==> config.mk <==
export PLATFORM = sky130hd
export DESIGN_NAME = alu_writeback
export DESIGN_NICKNAME = d
export VERILOG_FILES = /design/src/rtl/alu_writeback.sv
export SDC_FILE = /design/constraint.sdc
export NUM_CORES = 1
export LEC_CHECK = 0
export CORE_ASPECT_RATIO = 1.25
export CORE_MARGIN = 2
export CORE_UTILIZATION = 48
export CTS_CLUSTER_SIZE = 40
export DETAILED_ROUTE_END_ITERATION = 7
export PLACE_DENSITY = 0.75
export SETUP_SLACK_MARGIN = 0.05
export SYNTH_ARGS = -nofsm -noshare
export SYNTH_HDL_FRONTEND = slang
export SYNTH_SLANG_ARGS = --single-unit
==> constraint.sdc <==
create_clock -name clk -period 2.1 [get_ports clk]
set_clock_uncertainty 0.15 [all_clocks]
set_input_delay 0.42 -clock clk [delete_from_list [all_inputs] [get_ports clk]]
set_output_delay 0.42 -clock clk [all_outputs]
set_load 0.05 [all_outputs]
==> src/rtl/alu_writeback.sv <==
// alu_writeback: 2-entry in-order buffer that writes ALU results to the register file
// and commits flags at retire.
module alu_writeback (
  input  logic       clk,
  input  logic       rst_n,
  input  logic       in_valid,
  output logic       in_ready,
  input  logic [7:0] in_result,
  input  logic       in_c,
  input  logic       in_z,
  input  logic       in_arith,
  input  logic [2:0] in_dest,
  input  logic       in_wr_en,
  input  logic       in_flag_en,
  output logic       rf_we,
  output logic [2:0] rf_waddr,
  output logic [7:0] rf_wdata,
  input  logic       rf_ready,
  output logic       flags_c,
  output logic       flags_z,
  output logic       busy
);
  typedef enum logic [1:0] {EMPTY, ONE, FULL} state_t;
  typedef struct packed {
    logic [7:0] result;
    logic       c;
    logic       z;
    logic       arith;
    logic [2:0] dest;
    logic       wr_en;
    logic       flag_en;
  } entry_t;
  state_t state;
  entry_t mem [2];
  entry_t head;
  logic   rp, wp, acc, ret;
  always_comb begin
    head     = mem[rp];
    in_ready = state != FULL;
    busy     = state != EMPTY;
    acc      = in_valid && in_ready;
    ret      = busy && (!head.wr_en || rf_ready);
    rf_we    = busy && head.wr_en;
    rf_waddr = rf_we ? head.dest : '0;
    rf_wdata = rf_we ? head.result : '0;
  end
  always_ff @(posedge clk or negedge rst_n) begin
    if (!rst_n) begin
      state   <= EMPTY;
      rp      <= 1'b0;
      wp      <= 1'b0;
      mem[0]  <= '0;
      mem[1]  <= '0;
      flags_c <= 1'b0;
      flags_z <= 1'b0;
    end else begin
      if (acc) begin
        mem[wp] <= '{in_result, in_c, in_z, in_arith, in_dest, in_wr_en, in_flag_en};
        wp      <= ~wp;
      end
      if (ret) begin
        rp <= ~rp;
        if (head.flag_en) begin
          flags_z <= head.z;
          if (head.arith) flags_c <= head.c;
        end
      end
      // accept and retire together leave the occupancy unchanged
      if (acc && !ret) state <= (state == EMPTY) ? ONE : FULL;
      else if (ret && !acc) state <= (state == FULL) ? ONE : EMPTY;
    end
  end
endmodule

==> key figures <==
Run
  – Number of max-cap violations: 0

Timing
  – RSZ-0062 raised after global routing: true
  – Fmax: 0.480 GHz
  – Tmin final: roughly 2100 ps
  – Setup violators final: 0
  – Worst-margin pin slew: just over 500 ps
  – Final period utilization: 99.1%
  – Slew Limit Fails: 0
  – TNS Setup: 0 ps
  – Slew headroom: 65.9%
  – Final hold viol count: 0

Clock network
  – H-tree Lvls: 2
  – Max clock buf depth: 2
  – Total CTS buffers: 5
  – Clk_lat worst skew: about 290 ps
  – # clock sinks: 38
  – Clk root buf: clkbuf_8
  – TritonCTS clock tree: yes
  – Clock slew at reported path FFs: approximately 70 ps

Worst setup path
  – Startpoint type of the worst setup path: flop
  – Peak fanout along the critical path: 6
  – Worst endpoint data arrival time: around 1500 ps
  – Crit Path Class: flop to output pin
  – Worst path required time: 1530 ps
  – Worst-case reg-to-reg path depth: 5
  – CP endpoint kind: output pin

Synthesis
  – FF+latch count, synth: 38
  – Async SR Flop Fraction: 100%
  – Number of synthesized flops with an enable pin: 0
  – Commonest cells in the netlist: dfrtp_1 (38), mux2_2 (28), mux2i_1 (12), nor2_1 (11), mux2_4 (10)
  – Sequential fraction of the synthesis area: a little over half
  – Leading area contributor after synthesis: dfrtp_1
  – Post-Syn Instances: between 100 and 150
  – Post-synth cell types: 25
  – Area contributors post-synth: dfrtp_1 (54%), mux2_2 (18%), mux2_4 (8.5%)
  – Post-Syn Area per Cell: around 14 µm²
  – Mapped Nets: approximately 140
  – Most instantiated library cell after synthesis: dfrtp_1
  – Mapped cell area: between 0.0015 and 0.002 mm²
  – Yosys warnings: 0
  – Top_reg_cell synth: dfrtp_1
  – Synth top area share: 53.6%

Detailed routing
  – Total detailed-routing wirelength: between 3000 and 4000 µm
  – Routed Antenna Nets: 0
  – Initial DRT Pass Iterations: 2
  – Via count: 1109
  – Initial DRC Count: 20
  – DR vias/cell: between 5 and 6
  – DRC: 0
  – Wire per inst: 16.9 µm

Final layout
  – Final Util: between 70% and 80%
  – Fraction of layout cells with a size suffix above 1: between 50% and 60%
  – Ant diodes: 0
  – Fin cells: 207
  – Final net count: roughly 190
  – Area Overhead vs Synth: 43.4%

Floorplanning
  – Row count: 24
  – Die area: between 0.004 and 0.005 mm²
  – Die width: just under 60 µm
  – DIE HEIGHT: a little over 70 µm
  – Initial core utilization: between 50% and 60%
  – Core Region: 0.00351 mm²
  – Number of I/O pins: 36

Pwr
  – Combinational share of power: 57.0%
  – P_sw: between 1.5 and 2 mW
  – Pwr Density: between 1500 and 2000 mW/mm²
  – Sw frac: 38.7%
  – Clock power share: a little over an eighth
  – Internal power: 2.77 mW
  – Sequential share of power: between 20 and 30%
  – Max VDD drop: 1.49 mV
  – Pleak: ~1.1 nW

Global routing
  – Met3 Track Usage GR: under 10%
  – Initial antenna violation count: 0
  – Vias in the first global route: approximately 1300
  – Met2 usage: between 30% and 40%
  – GRT Total Usage: approximately 20%
  – Most Crowded Layer GR: met2
  – Met1 Use GR: a little under a quarter
  – First-pass GRT wire length: between 6000 and 7000 µm
  – Largest net degree at the start of global routing: 21
  – Total gr overflow: 0

Min path
  – Worst min path class: flop to flop
  – WHS Path Cells: 1

Placed design
  – Placed insts: 196
  – Port bufs: 35
  – Placer Congestion: about 0.68
  – HPWL after detailed placement: around 2400 µm

Run status
  – Outcome: finished clean
-- cells in the final DEF, fill, tap and decap left out --
cell,Yosys,routed
mux2_2,28,28
and3b_1,1,1
ha_1,1,1
xnor2_1,2,2
buf_6,1,2
nand3_2,1,1
inv_2,0,1
dlymetal6s2s_1,0,2
nand2b_4,1,1
buf_8,0,2
bufinv_16,0,1
buf_2,4,1
mux2i_1,12,10
nor2b_1,1,1
dfrtp_1,38,38
o21bai_4,0,1
o211ai_1,1,1
mux2_4,10,10
nor3_1,1,1
o22a_2,1,1
or2_2,1,1
buf_12,1,13
dlygate4sd3_1,0,1
buf_4,0,4
a21o_1,1,1
nor2_4,0,11
o21ai_1,0,1
mux2i_2,0,2
o2111ai_1,1,1
clkbuf_8,0,5
clkdlybuf4s50_1,0,18
xor2_1,1,1
and2_2,1,1
clkinv_2,0,2
-- layout make-up --
type,count,area [µm²]
Clock inverter,3,40.0
Clock buffer,5,68.8
Sequential cell,38,951
Multi-Input combinational cell,78,871
Timing Repair Buffer,43,563
Tap cell,39,48.8
Inverter,1,3.75
Fill cell,246,967
-- timing repair --
item	in CTS	in global routing
hold endpoints to repair	19	0
pin swaps	8	2
cloned	1	0
gates resized for setup	34	3
endpoints found under the setup margin	12	15
buffers inserted	1	0
hold buffers	1	0
-- cell families (layout without fill, tap and decap cells) --
logic type	after synthesis	count (layout)	share of synthesized area, %
xor+xnor	3	3	1.48
fa+ha+maj	1	1	0.705
buf+inv	7	52	3.10
simple gates	18	18	5.57
flops	38	38	53.6
mux	50	50	33.0
compound gates	6	6	2.61
-- critical path: stages (launching register included) --
cell,delay [ps]
dfrtp_1,390
mux2i_2,250
o21bai_4,180
buf_8,190
nor2_4,50
buf_12,150
-- power by group through the flow --
stage                     Combinational, mW  Clock (mW)  Sequential [mW]
final                                  2.58       0.606             1.33
after global routing                   2.73       0.653             1.38
after CTS                              2.60       0.620             1.34
after detailed placement               2.26           0             1.33
after global placement                 2.20           0             1.30
after floorplan                        1.49           0             1.33
-- state kept, by name, summed over array words and instances (netlist names) --
| signal | cells |
|---|---|
| rp | 1 |
| state | 2 |
| flags_z | 1 |
| wp | 1 |
| mem | 32 |
| flags_c | 1 |
-- routing by layer --
metal | vias up | share of wire, %
met3 | 4 | 4.5
met1 | 561 | 39
met2 | 24 | 55
met5 | - | 0
li1 | 520 | -
met4 | 0 | 1.3
-- final timing paths --
path	startpoint	to	slack [ps]
hold reg to reg	flags_z	flags_z	350
setup reg to reg	state[1]	state[0]	240
max in group asynchronous	rst_n	rp	890
setup / recovery	rp	rf_waddr[1]	20
hold / removal	flags_z	flags_z	350
min in group asynchronous	rst_n	mem[15]	450
-- per-stage QoR --
step / total power [mW] / worst slack [ps] / instance area [µm²] / hold WS, ps
6_report: 4.52 / 18.5 / 2550 / 352
2_1_floorplan: 2.82 / -153 / 1780 / -25.6
3_5_place_dp: 3.59 / -1.68 / 2280 / 253
3_3_place_gp: 3.50 / 117 / 2280 / 245
5_1_grt: 4.76 / -57.1 / 2550 / 378
4_1_cts: 4.56 / 21.5 / 2540 / 359
(Power assumes the default switching activity.)
